`config.mk`:
```
export PLATFORM = sky130hd
export DESIGN_NAME = row_window_sum
export DESIGN_NICKNAME = d
export VERILOG_FILES = /design/src/rtl/row_window_sum_pkg.sv /design/src/rtl/row_window_sum_line_fifo.sv /design/src/rtl/row_window_sum.sv
export SDC_FILE = /design/constraint.sdc
export NUM_CORES = 1
export LEC_CHECK = 0
export BUFFER_PORTS_ARGS = -buffer_cell sky130_fd_sc_hd__buf_2
export CAP_MARGIN = 40
export CORE_MARGIN = 2
export CORE_UTILIZATION = 60
export CTS_CLUSTER_DIAMETER = 120
export CTS_CLUSTER_SIZE = 20
export DETAILED_ROUTE_END_ITERATION = 8
export PLACE_DENSITY = 0.83
export SYNTH_ARGS = -nofsm -noshare
export SYNTH_HDL_FRONTEND = slang
export SYNTH_HIERARCHICAL = 1
export SYNTH_SLANG_ARGS = --single-unit
```
`constraint.sdc`:
```
create_clock -name sys_clk -period 6.33 [get_ports sys_clk]
set_input_delay 0.3165 -clock sys_clk [delete_from_list [all_inputs] [get_ports sys_clk]]
set_output_delay 0.3165 -clock sys_clk [all_outputs]
set_load 0.02 [all_outputs]
```
`src/rtl/row_window_sum_pkg.sv`:
```
// Shared constants and elaboration helpers for the vertical window summer.
package row_window_sum_pkg;

    localparam int WIN_MIN = 2;
    localparam int WIN_MAX = 4;

    // Ceiling log2; returns the bit count needed to index v entries.
    function automatic int clog2(input int v);
        int r;
        r = 0;
        while ((1 << r) < v) begin
            r = r + 1;
        end
        return r;
    endfunction

    // Narrowest sum width that can hold WIN full-scale samples.
    function automatic int min_sum_w(input int data_w, input int win);
        return data_w + clog2(win);
    endfunction

    // Window depth supported by the line-buffer chain.
    function automatic bit win_legal(input int win);
        return (win >= WIN_MIN) && (win <= WIN_MAX);
    endfunction

endpackage

```
`src/rtl/row_window_sum_line_fifo.sv`:
```
// Show-ahead line FIFO: dout always presents the oldest word while non-empty.
// Storage is an array with a registered read port; a write into the slot that
// becomes the head is forwarded straight to dout.
module line_fifo
    import row_window_sum_pkg::*;
#(
    parameter int WIDTH = 8,
    parameter int DEPTH = 10
) (
    input  logic             clk,
    input  logic             rst,
    input  logic             clr,
    input  logic             wr_en,
    input  logic [WIDTH-1:0] din,
    input  logic             rd_en,
    output logic [WIDTH-1:0] dout,
    output logic             full,
    output logic             empty
);
    localparam int PW = clog2(DEPTH);
    localparam int CW = clog2(DEPTH + 1);

    logic [WIDTH-1:0] mem [DEPTH];
    logic [PW-1:0]    wr_ptr_reg, wr_ptr_next;
    logic [PW-1:0]    rd_ptr_reg, rd_ptr_next;
    logic [CW-1:0]    count_reg, count_next;
    logic [WIDTH-1:0] dout_reg;

    function automatic logic [PW-1:0] ptr_inc(input logic [PW-1:0] p);
        return (p == PW'(DEPTH - 1)) ? '0 : p + 1'b1;
    endfunction

    // Pointer and level bookkeeping; clr empties the FIFO regardless of traffic.
    always_comb begin
        wr_ptr_next = wr_en ? ptr_inc(wr_ptr_reg) : wr_ptr_reg;
        rd_ptr_next = rd_en ? ptr_inc(rd_ptr_reg) : rd_ptr_reg;
        count_next  = count_reg + CW'(wr_en) - CW'(rd_en);
        if (clr) begin
            wr_ptr_next = '0;
            rd_ptr_next = '0;
            count_next  = '0;
        end
    end

    // State registers.
    always_ff @(posedge clk or posedge rst) begin
        if (rst) begin
            wr_ptr_reg <= '0;
            rd_ptr_reg <= '0;
            count_reg  <= '0;
        end else begin
            wr_ptr_reg <= wr_ptr_next;
            rd_ptr_reg <= rd_ptr_next;
            count_reg  <= count_next;
        end
    end

    // Storage write port.
    always_ff @(posedge clk) begin
        if (wr_en && !clr) begin
            mem[wr_ptr_reg] <= din;
        end
    end

    // Registered read of the next head, forwarding a same-cycle write into it.
    always_ff @(posedge clk) begin
        if (wr_en && (wr_ptr_reg == rd_ptr_next)) begin
            dout_reg <= din;
        end else begin
            dout_reg <= mem[rd_ptr_next];
        end
    end

    assign dout  = dout_reg;
    assign full  = (count_reg == CW'(DEPTH));
    assign empty = (count_reg == '0);

endmodule

```
`src/rtl/row_window_sum.sv`:
```
// Streaming vertical-window adder: sums each column over the last WIN rows
// of a ROW_NUM x COL_NUM raster using a chain of WIN-1 line FIFOs.
module row_window_sum
    import row_window_sum_pkg::*;
#(
    parameter int DATA_W  = 8,
    parameter int COL_NUM = 10,
    parameter int ROW_NUM = 10,
    parameter int WIN     = 3,
    parameter int SUM_W   = DATA_W + 2
) (
    input  logic              sys_clk,
    input  logic              sys_rst,
    input  logic [DATA_W-1:0] pi_data,
    input  logic              pi_flag,
    input  logic              frame_clr,
    output logic [SUM_W-1:0]  po_sum,
    output logic              po_flag,
    output logic              po_last,
    output logic              frame_done
);
    localparam int NB = WIN - 1;
    localparam int CW = clog2(COL_NUM);
    localparam int RW = clog2(ROW_NUM);

    if (!win_legal(WIN)) begin : g_bad_win
        $error("row_window_sum: WIN out of range");
    end
    if (SUM_W < min_sum_w(DATA_W, WIN)) begin : g_bad_sum_w
        $error("row_window_sum: SUM_W too narrow");
    end

    logic [CW-1:0]     col_reg;
    logic [RW-1:0]     row_reg;
    logic              take;
    logic              last_sample;
    logic              fifo_clr;
    logic              valid_next;
    logic [SUM_W-1:0]  sum_next;
    logic [SUM_W-1:0]  po_sum_reg;
    logic              po_flag_reg, po_last_reg, frame_done_reg;

    logic [DATA_W-1:0] fifo_din  [NB];
    logic [DATA_W-1:0] fifo_dout [NB];
    logic [NB-1:0]     wr_req, wr_en, rd_en, full, empty;

    // Sample acceptance, frame-end detection and buffer flush requests.
    always_comb begin
        take        = pi_flag && !frame_clr;
        last_sample = take && (col_reg == CW'(COL_NUM - 1))
                           && (row_reg == RW'(ROW_NUM - 1));
        fifo_clr    = frame_clr || last_sample;
        valid_next  = take && (row_reg >= RW'(WIN - 1));
    end

    // Line buffer chain: buf[k] holds row r-1-k and feeds buf[k+1].
    genvar gi;
    for (gi = 0; gi < NB; gi++) begin : g_buf
        if (gi == 0) begin : g_head
            assign wr_req[gi]   = take;
            assign fifo_din[gi] = pi_data;
        end else begin : g_tail
            assign wr_req[gi]   = rd_en[gi-1];
            assign fifo_din[gi] = fifo_dout[gi-1];
        end
        assign rd_en[gi] = take && (row_reg >= RW'(gi + 1)) && !empty[gi];
        assign wr_en[gi] = wr_req[gi] && (!full[gi] || rd_en[gi]);

        line_fifo #(
            .WIDTH (DATA_W),
            .DEPTH (COL_NUM)
        ) u_fifo (
            .clk   (sys_clk),
            .rst   (sys_rst),
            .clr   (fifo_clr),
            .wr_en (wr_en[gi]),
            .din   (fifo_din[gi]),
            .rd_en (rd_en[gi]),
            .dout  (fifo_dout[gi]),
            .full  (full[gi]),
            .empty (empty[gi])
        );
    end

    // Column sum of the incoming sample and all buffer heads.
    always_comb begin
        sum_next = SUM_W'(pi_data);
        for (int k = 0; k < NB; k++) begin
            sum_next = sum_next + SUM_W'(fifo_dout[k]);
        end
    end

    // Raster position counters, column-fastest, wrapping at frame end.
    always_ff @(posedge sys_clk or posedge sys_rst) begin
        if (sys_rst) begin
            col_reg <= '0;
            row_reg <= '0;
        end else if (frame_clr) begin
            col_reg <= '0;
            row_reg <= '0;
        end else if (pi_flag) begin
            if (col_reg == CW'(COL_NUM - 1)) begin
                col_reg <= '0;
                row_reg <= (row_reg == RW'(ROW_NUM - 1)) ? '0 : row_reg + 1'b1;
            end else begin
                col_reg <= col_reg + 1'b1;
            end
        end
    end

    // Registered outputs; po_sum holds between results.
    always_ff @(posedge sys_clk or posedge sys_rst) begin
        if (sys_rst) begin
            po_sum_reg     <= '0;
            po_flag_reg    <= 1'b0;
            po_last_reg    <= 1'b0;
            frame_done_reg <= 1'b0;
        end else begin
            po_flag_reg    <= valid_next;
            po_last_reg    <= last_sample;
            frame_done_reg <= last_sample;
            if (valid_next) begin
                po_sum_reg <= sum_next;
            end
        end
    end

    assign po_sum     = po_sum_reg;
    assign po_flag    = po_flag_reg;
    assign po_last    = po_last_reg;
    assign frame_done = frame_done_reg;

endmodule
```
* Word level (Yosys, flattened, before mapping) *
Memory sizes are Yosys's and may differ from the RTL's.
Cells that the tools add are included.

cells by class
  magnitude comparators = 2
  reduce and logical (&&, ||, !) cells = 29
  multiplexer cells = 27
  equality and inequality tests = 10
  $add $sub $neg = 12

operators by type and width
  operator                                                                              count
  4-bit 2-to-1 mux                                                                      21
  4-bit equality test (second input constant)                                           8
  4-bit by 1-bit adder with 4-bit output (second input constant)                        6
  8-bit 2-to-1 mux                                                                      2
  1-bit logical AND                                                                     13
  9-bit by 8-bit adder with 10-bit output                                               1
  8-bit by 8-bit adder with 9-bit output                                                1
  4-bit by 1-bit adder with 4-bit output                                                2
  4-bit equality test                                                                   2
  4-bit logical NOT                                                                     2
  2-bit nonzero test                                                                    4
  4-bit by 1-bit subtractor with 4-bit output                                           2
  1-bit logical NOT                                                                     6
  4-bit by 1-bit greater-or-equal comparator with 1-bit output (second input constant)  1
  4-bit by 2-bit greater-or-equal comparator with 1-bit output (second input constant)  1
  1-bit 2-to-1 mux                                                                      4
  1-bit logical OR                                                                      3
  2-bit AND reduction                                                                   1

word-level totals
  memories kept = 2
  logic and storage cells = 95
  input bits = 12
  output and inout port bits = 13
  bits in writable memories = 160
  bits in registers = 60

memories
  name                 words  bits a word  rd ports  clocked after Yosys merged registers in  wr ports  RTL line                        RTL
  g_buf[0].u_fifo.mem  10     8            1         0                                        1         row_window_sum_line_fifo.sv:23  logic [WIDTH-1:0] mem [DEPTH];
  g_buf[1].u_fifo.mem  10     8            1         0                                        1         row_window_sum_line_fifo.sv:23

* Depth between registers and ports, before layout *
Gate-level depths: netlist of the first run.

  word-level depth = 9
  gate-level depth with buffers = 15
  mapped depth without buffers = 13

* Modules after synthesis *
Netlist of the first run, hierarchy kept.

by module, submodules not included
  module                        cells an instance  instances  sequential area each (sq um)  area each (sq um)
  line_fifo at g_buf[0].u_fifo  332                1          2862.7                        4322.9
  line_fifo at g_buf[1].u_fifo  299                1          2862.7                        4270.3
  row_window_sum                165                1          500.5                         1526.5

* Worst setup path after synthesis of the first run *
Ideal clock, no wire load.

  kind = reg2reg
  start point = register row_reg[1]
  end point = register g_buf[0].u_fifo.dout_reg[0]
  arrival time = 3.108 ns
  cell stages (with the launch flop) = 13
  clock period less this slack = 3.229 ns
  setup time = 0.121 ns
  data required time = 6.209 ns
  setup slack = 3.101 ns
  path buffers = 3
  cells stage by stage = dfrtp_1 > buf_6 > or3_4 > o21ai_0 > inv_1 > buf_6 > and4b_4 > or2_1 > buf_6 > nor4b_2 > a211oi_1 > nor4_4 > mux2_2

between the ends
  word-level cells in the longest chain between the ends = 8
  elaborated cells on any way between the ends = 14
  classes of those cells = order compare: 1; eq/ne: 2; mux: 3; reduce/logical: 7; memory: 1

RTL lines
  item                                                              RTL line                        RTL
  from (decl)                                                       row_window_sum.sv:34            logic [RW-1:0] row_reg;
  from (signal assigned)                                            row_window_sum.sv:104           row_reg <= (row_reg == RW'(ROW_NUM - 1)) ? '0 : row_reg + 1'b1;
  4-bit by 1-bit greater-or-equal comparator with 1-bit output (*)  row_window_sum.sv:66            assign rd_en[gi] = take && (row_reg >= RW'(gi + 1)) && !empty[gi];
  1-bit logical AND (*) (2 in a row)                                row_window_sum.sv:66
  named net rd_en[0]                                                row_window_sum.sv:45            logic [NB-1:0] wr_req, wr_en, rd_en, full, empty;
  branches (longest 4 deep; another with memory read 10 x 8 bit)    n/a
  8-bit 2-to-1 mux (*)                                              row_window_sum_line_fifo.sv:67  if (wr_en && (wr_ptr_reg == rd_ptr_next)) begin
  to (signal assigned)                                              row_window_sum_line_fifo.sv:68  dout_reg <= din;
  to (signal assigned)                                              row_window_sum_line_fifo.sv:70  dout_reg <= mem[rd_ptr_next];
  to (decl)                                                         row_window_sum_line_fifo.sv:27  logic [WIDTH-1:0] dout_reg;

Mark *: on every way through the listed nets, which the timed path passes.
A chain may end at the register's enable or synchronous reset.

* Worst setup path after layout of the first run *
  start point = register col_reg[1]
  end point = register g_buf[1].u_fifo.dout_reg[6]

between the ends
  word-level cells in the longest chain between the ends = 8
  elaborated cells on any way between the ends = 9
  classes of those cells = eq/ne: 2; mux: 2; reduce/logical: 4; memory: 1

RTL lines
  item                                                            RTL line                        RTL
  from (decl)                                                     row_window_sum.sv:33            logic [CW-1:0] col_reg;
  from (signal assigned)                                          row_window_sum.sv:106           col_reg <= col_reg + 1'b1;
  4-bit equality test (*)                                         row_window_sum.sv:50            last_sample = take && (col_reg == CW'(COL_NUM - 1))
  1-bit logical AND (*)                                           row_window_sum.sv:50
  1-bit logical AND (*)                                           row_window_sum.sv:51            && (row_reg == RW'(ROW_NUM - 1));
  named net last_sample                                           row_window_sum.sv:36            logic last_sample;
  1-bit logical OR (*)                                            row_window_sum.sv:52            fifo_clr = frame_clr || last_sample;
  named net fifo_clr                                              row_window_sum.sv:37            logic fifo_clr;
  4-bit 2-to-1 mux (*)                                            row_window_sum_line_fifo.sv:38  if (clr) begin
  branches (longest 2 deep; another with memory read 10 x 8 bit)  n/a
  8-bit 2-to-1 mux (*)                                            row_window_sum_line_fifo.sv:67
  to (signal assigned)                                            row_window_sum_line_fifo.sv:68
  to (signal assigned)                                            row_window_sum_line_fifo.sv:70
  to (decl)                                                       row_window_sum_line_fifo.sv:27

Marked as above.

==> results of run 1 <==
==> power breakdown <==
group	switching [uW]	total, uW	internal (uW)
registers	80.7	1710	1630
logic	319	538	219
clock network	440	883	443
==> synthesized netlist by cell type (2+ instances only) <==
cell type	n
o221ai_1	8
a31oi_1	3
o31ai_1	12
nor3b_1	5
nand2_1	109
buf_6	5
fa_1	11
inv_1	38
buf_4	4
nor2b_1	20
dfrtp_1	44
o21a_1	3
or2_1	3
clkbuf_1	16
mux2_2	16
xor2_1	9
o21ai_0	22
o21ai_2	3
ha_1	25
edfxtp_1	160
a211oi_1	27
clkinv_1	2
xnor2_1	10
nand4_1	4
nor3_1	18
a21o_1	5
and3_1	12
buf_2	7
nand2b_1	7
nor2_1	43
mux2i_1	20
o211ai_2	2
o211ai_1	3
o2bb2ai_1	17
a21oi_1	22
dfxtp_1	16
nand2_2	3
nand3_1	19
or2_2	2
a2111oi_0	7
==> logic make-up (layout without fill, tap and decap cells) <==
group / Yosys count / count (layout) / synth area share [%]
and+or+nand+nor: 263 / 263 / 12.98
buffers and inverters: 74 / 104 / 3.511
xor gates and xnor gates: 21 / 21 / 2.077
muxes: 37 / 37 / 3.870
DFF: 220 / 220 / 61.52
AOI/OAI and AO/OA: 145 / 145 / 10.77
adders and majority gates: 36 / 36 / 5.267
==> metrics by stage <==
step	instances	cell area (um^2)	hold slack, ns	util (%)
6_report	1046	10840	0.1258	65.62
5_1_grt	1046	10840	0.1424	65.62
4_1_cts	1045	10840	0.1085	65.57
3_3_place_gp	1012	10350	0.3732	62.64
2_1_floorplan	796	10120	0.1812	-
3_5_place_dp	1020	10420	0.3803	63.03
==> routing by layer <==
metal  routed length [um]  vias up  share of wire, %
met5                    0        -                 0
met1                 8623     3218                41
li1                     -     2946                 -
met3                  994       54               4.7
met4                  651        0               3.1
met2                10900      219                51
==> path summary, 6_finish.rpt <==
check,startpoint,endpoint,depth (start not counted)
worst max-delay path,col_reg[1],g_buf[1].u_fifo/dout[6],13
worst min-delay path,frame_clr,col_reg[0],2
worst max register to register,col_reg[1],g_buf[1].u_fifo/dout[6],13
worst min register to register,po_sum[2],po_sum[2],2
max in group asynchronous,sys_rst,row_reg[0],3
min in group asynchronous,sys_rst,g_buf[0].u_fifo/count_reg[1],3
==> repair_timing <==
item                                    in CTS  in global routing
resized for setup                            0                  0
endpoints found under the setup margin       0                  0
hold buffers                                 1                  0
hold endpoints to repair                    24                  0
==> area by class of cell <==
class / instances / area [um^2] / area share, %
Clock buffer: 24 / 409.1 / 3.773
Inverter: 41 / 153.9 / 1.419
Multi-Input combinational cell: 502 / 3538 / 32.63
Sequential cell: 220 / 6226 / 57.42
Tap cell: 220 / 275.3 / 2.539
Timing Repair Buffer: 39 / 240.2 / 2.216
==> cell usage in the layout (no fill, tap or decap), types with 10 or more instances in the layout <==
cell,n
xnor2_1,10
inv_1,38
nor2_1,43
dfrtp_1,44
o2bb2ai_1,17
a21oi_1,22
mux2_2,16
ha_1,25
nand3_1,19
mux2i_1,20
nor2b_1,20
buf_2,30
a211oi_1,27
o31ai_1,12
and3_1,12
o21ai_0,22
clkbuf_16,15
edfxtp_1,160
fa_1,11
dfxtp_1,16
nand2_1,109
nor3_1,18
==> metrics, run 1 <==
port bufs=24; fin. max-slew vios=0; die height=133.9 um; CP required=6.69 ns; first-pass GRT wire length=33990 um; met1 Track Usage GR=31.37%; initial antenna violation count=0; CTS tree=built; Filler Cells Inserted=1180; nets@finish=866; core area=16520 um^2; RSZ-0062 raised after global routing=no; register area share after synthesis=61.52%; dpl ws=2.252 ns; DP Wirelength=14900 um; critical path arrival=4.50 ns; Achievable Freq=241.5 MHz; Via Count=6437; post-synth cell types=74; R2R Setup Slk=2.19 ns; post-synth top area share=47.48%; drt pass-1 iters=5; GR Overflow Total=0; CTS clk-pin slew, worst paths=0.08 ns; # IOs=25; number of global-route vias before repair=6416; clk_skew=0.01761 ns; drt wl/cell=20.24 um; final setup vio count=0; All-Layer GR Usage=24.31%; fraction of layout cells with a size suffix above 1=11.99%; Max stage delay on crit path=0.77 ns; Routed Wire Length=21170 um; Syn Area/Cell=12.71 um^2; crit path capture type=flip-flop; Hold Crit Class=input port to flip-flop; maximum vdd drop=0.2170 mV; clk sinks=220; CTS Buf Count=14; Worst path slowest cell=or2_1; Area Overhead vs Synth=7.146%; initial drt markers=504; Post-CTS Setup Bufs=0; largest net degree at the start of global routing=29; die area=17920 um^2; gpl congestion=0.9133; met3 usage=3.326%; total power draw=3133 uW; Synth Flop Type=edfxtp_1; Post-Syn Area=10120 um^2; top cells by area, synth=edfxtp_1 (47%), dfrtp_1 (11%), nand2_1 (4.0%); post-route DRC violation count=0; vias per cell=6.154; Post-Synthesis Cells=796; DIE WIDTH=133.9 um; Antenna diodes=0; Hold Fails Final Rpt=0; crit path buf inv count=3; post-route ant nets=0; setup TNS=0 ns; slew margin rel.=36.99%; met2 usage=43.08%; crit-path leading delay family=simple AND/OR/NAND/NOR gates; Async S/R FF share, synth=20.00%; Crit Path Max Fanout=26; GRT busiest layer=met2; status=complete, no violations; Largest register FFs=160; syn_nets=844; Post-synth EDFFs=160; number of core rows=47; Synth Register Bits=220; Crit Path Category=flip-flop to flip-flop; final worst slack=2.189 ns; Initial Util=61.24%; CTS Buffer Depth=3; period utilization=65.42%; Synth area leader=edfxtp_1; Slew @ Worst Pin=0.9451 ns; MaxCap Viol Count=0; Yosys Warn Count=6; Startpoint Class=flip-flop; Root Buffer=clkbuf_16; H-tree levels=1; worst-path cell chain=inv_1 -> ha_1 -> and3b_1 -> nand2_1 -> nor4_2 -> or2_1 -> inv_1 -> nand2_1 -> nor2_1 -> buf_4 -> xnor2_1 -> nand4_4 -> mux2_1; Lkg Pwr=0.004113 uW; Worst-Skew Late Latency=0.48 ns; pwr dens=288.9 nW/um^2; min Tclk post-route=4.141 ns
Power figures use the tool's default switching activity.
==> inputs of run 2 (changes only) <==
--- a/config.mk
+++ b/config.mk
@@ -8,11 +8,11 @@
 export BUFFER_PORTS_ARGS = -buffer_cell sky130_fd_sc_hd__buf_2
 export CAP_MARGIN = 40
 export CORE_MARGIN = 2
-export CORE_UTILIZATION = 60
+export CORE_UTILIZATION = 56
 export CTS_CLUSTER_DIAMETER = 120
 export CTS_CLUSTER_SIZE = 20
 export DETAILED_ROUTE_END_ITERATION = 8
-export PLACE_DENSITY = 0.83
+export PLACE_DENSITY = 0.81
 export SYNTH_ARGS = -nofsm -noshare
 export SYNTH_HDL_FRONTEND = slang
 export SYNTH_HIERARCHICAL = 1
==> constraint.sdc (replaced) <==
create_clock -name sys_clk -period 3.6 [get_ports sys_clk]
set_input_delay 0.18 -clock sys_clk [delete_from_list [all_inputs] [get_ports sys_clk]]
set_output_delay 0.18 -clock sys_clk [all_outputs]
set_load 0.02 [all_outputs]
==> run 2 against run 1 <==
Against the previous run: power up 77%; first-iteration DRC count up 9.9%; worst hold slack worse by 0.055 ns; clock power up 79%; sequential cell count unchanged; register-to-register slack worse by 1.9 ns; fmax up 26%; largest cell class unchanged.
==> metrics, run 2 (same netlist as run 1, synthesis figures left out) <==
Hold Fails Final Rpt=0 (unchanged); Min Hold Slack=0.07058 ns (-0.05523 ns); status=complete, no violations; crit path buf inv count=3 (unchanged); setup TNS=0 ns (unchanged); number of global-route vias before repair=6421 (+0.078%); Worst-Skew Late Latency=0.47 ns (about the same); dpl ws=0.08811 ns (-2.164 ns); Root Buffer=clkbuf_16; Multi-input gate area=3568 um^2 (+0.85%); Antenna diodes=0 (unchanged); post-route DRC violation count=0 (unchanged); fin. max-slew vios=0 (unchanged); R2R Setup Slk=0.32 ns (-1.87 ns); All-Layer GR Usage=22.35% (-2.0 points); Max stage delay on crit path=0.74 ns (-0.03 ns); initial antenna violation count=0 (unchanged); most frequent cells in the layout=edfxtp_1 (160), nand2_1 (109), dfrtp_1 (44); pwr dens=501.2 nW/um^2 (+73%); largest net degree at the start of global routing=28 (-3.4%); CTS tree=built; maximum vdd drop=0.3651 mV (+68%); fin cells=1076 (+2.9%); CTS clk-pin slew, worst paths=0.09 ns (about the same); Crit Path Max Fanout=27 (+3.8%); Lkg Pwr=0.004221 uW (+2.6%); CP required=4.03 ns (-2.66 ns); period utilization=91.11% (+26 points); Startpoint Class=flip-flop; most common cell after layout, fill and taps aside=edfxtp_1; fraction of layout cells with a size suffix above 1=14.52% (+2.5 points); Routed Wire Length=21110 um (-0.31%); initial drt markers=554 (+9.9%); MaxCap Viol Count=0 (unchanged); number of core rows=49 (+4.3%); clk_skew=0.01455 ns (-0.003054 ns); crit path capture type=flip-flop; final worst slack=0.3202 ns (-1.869 ns); RSZ-0062 raised after global routing=no; FF/Latch Area=6226 um^2 (unchanged); die area=19160 um^2 (+6.9%); drt wl/cell=19.62 um (-3.1%); first-pass GRT wire length=34270 um (+0.83%); Worst path slowest cell=nor3_1; Slew @ Worst Pin=0.8581 ns (-0.08701 ns); post-route ant nets=0 (unchanged); crit-path leading delay family=simple AND/OR/NAND/NOR gates; nets@finish=887 (+2.4%); clk sinks=220 (unchanged); core area=17840 um^2 (+8.0%); H-tree levels=1 (unchanged); GR Overflow Total=0 (unchanged); DP Wirelength=14750 um (-1.0%); min Tclk post-route=3.280 ns (-0.8614 ns); port bufs=24 (unchanged); CTS Buffer Depth=3 (unchanged); CTS Buf Count=14 (unchanged); cell mode on critical path=buf_4; drt pass-1 iters=5 (unchanged); vias per cell=5.928 (-3.7%); Hold Crit Class=input port to flip-flop; Cells after DPL=1049 (+2.8%); die height=138.4 um (+3.4%); worst-path cell chain=or3_4 -> o21ai_0 -> inv_1 -> buf_4 -> xnor2_2 -> buf_4 -> nor3_1 -> a2111oi_1 -> a211oi_1 -> mux2_2; slew margin rel.=42.35% (+5.4 points); gpl congestion=0.8483 (-7.1%); final setup vio count=0 (unchanged); Achievable Freq=304.9 MHz (+26%); Largest register FFs=160 (unchanged); Via Count=6379 (-0.90%); DIE WIDTH=138.4 um (+3.4%); # IOs=25 (unchanged); Crit Path Category=flip-flop to flip-flop; Area Overhead vs Synth=9.261%; Filler Cells Inserted=1317 (+12%); total power draw=5542 uW (+77%); Initial Util=56.72% (-4.5 points); critical path arrival=3.71 ns (-0.79 ns)
run 2: layer usage:
layer | part of all wire [%] | vias up | GRT usage, %
li1 | - | 2995 | -
met1 | 42 | 3140 | 30.88
met2 | 51 | 208 | 38.28
met3 | 4.5 | 36 | 2.563
met4 | 2.3 | 0 | 5.639
met5 | 0 | - | 0
run 2: final timing paths:
kind | start | to | cells past startpoint
min reg2reg | po_sum[1] | po_sum[1] | 2
max reg2reg | row_reg[1] | g_buf[0].u_fifo/dout[3] | 10
min in group asynchronous | sys_rst | g_buf[0].u_fifo/rd_ptr_reg[2] | 3
max in group asynchronous | sys_rst | po_sum[1] | 3
min | pi_data[7] | g_buf[0].u_fifo/mem[7][7] | 1
max | row_reg[1] | g_buf[0].u_fifo/dout[3] | 10
run 2: repair_timing:
action                                 CTS  global route
endpoints found under the hold margin   47             0
setup buffers                            0             1
gates resized for setup                  0            11
hold buffers                             2             0
setup endpoints to repair                0            16
run 2: final cells by class:
cell class,count,share of cell area [%]
multi-input combinational,502,32.27
clock buffer,24,3.700
tap,229,2.591
inverter,41,1.392
timing repair buffer,60,3.734
sequential,220,56.31
run 2: worst register-to-register path: stages, from the launching register on:
cell	delay, ns
dfrtp_1	0.48
or3_4	0.41
o21ai_0	0.23
inv_1	0.09
buf_4	0.18
xnor2_2	0.17
buf_4	0.26
nor3_1	0.75
a2111oi_1	0.22
a211oi_1	0.25
mux2_2	0.19
run 2: where the power goes:
group | internal (uW) | switching [uW]
Clock | 780 | 797
Sequential | 2870 | 130
Combinational | 401 | 565
run 2: metrics by stage:
stage	util (%)	instance area (um^2)
2_1_floorplan	-	10120
3_3_place_gp	59.18	10560
3_5_place_dp	59.40	10600
4_1_cts	61.81	11030
5_1_grt	61.97	11060
6_report	61.97	11060
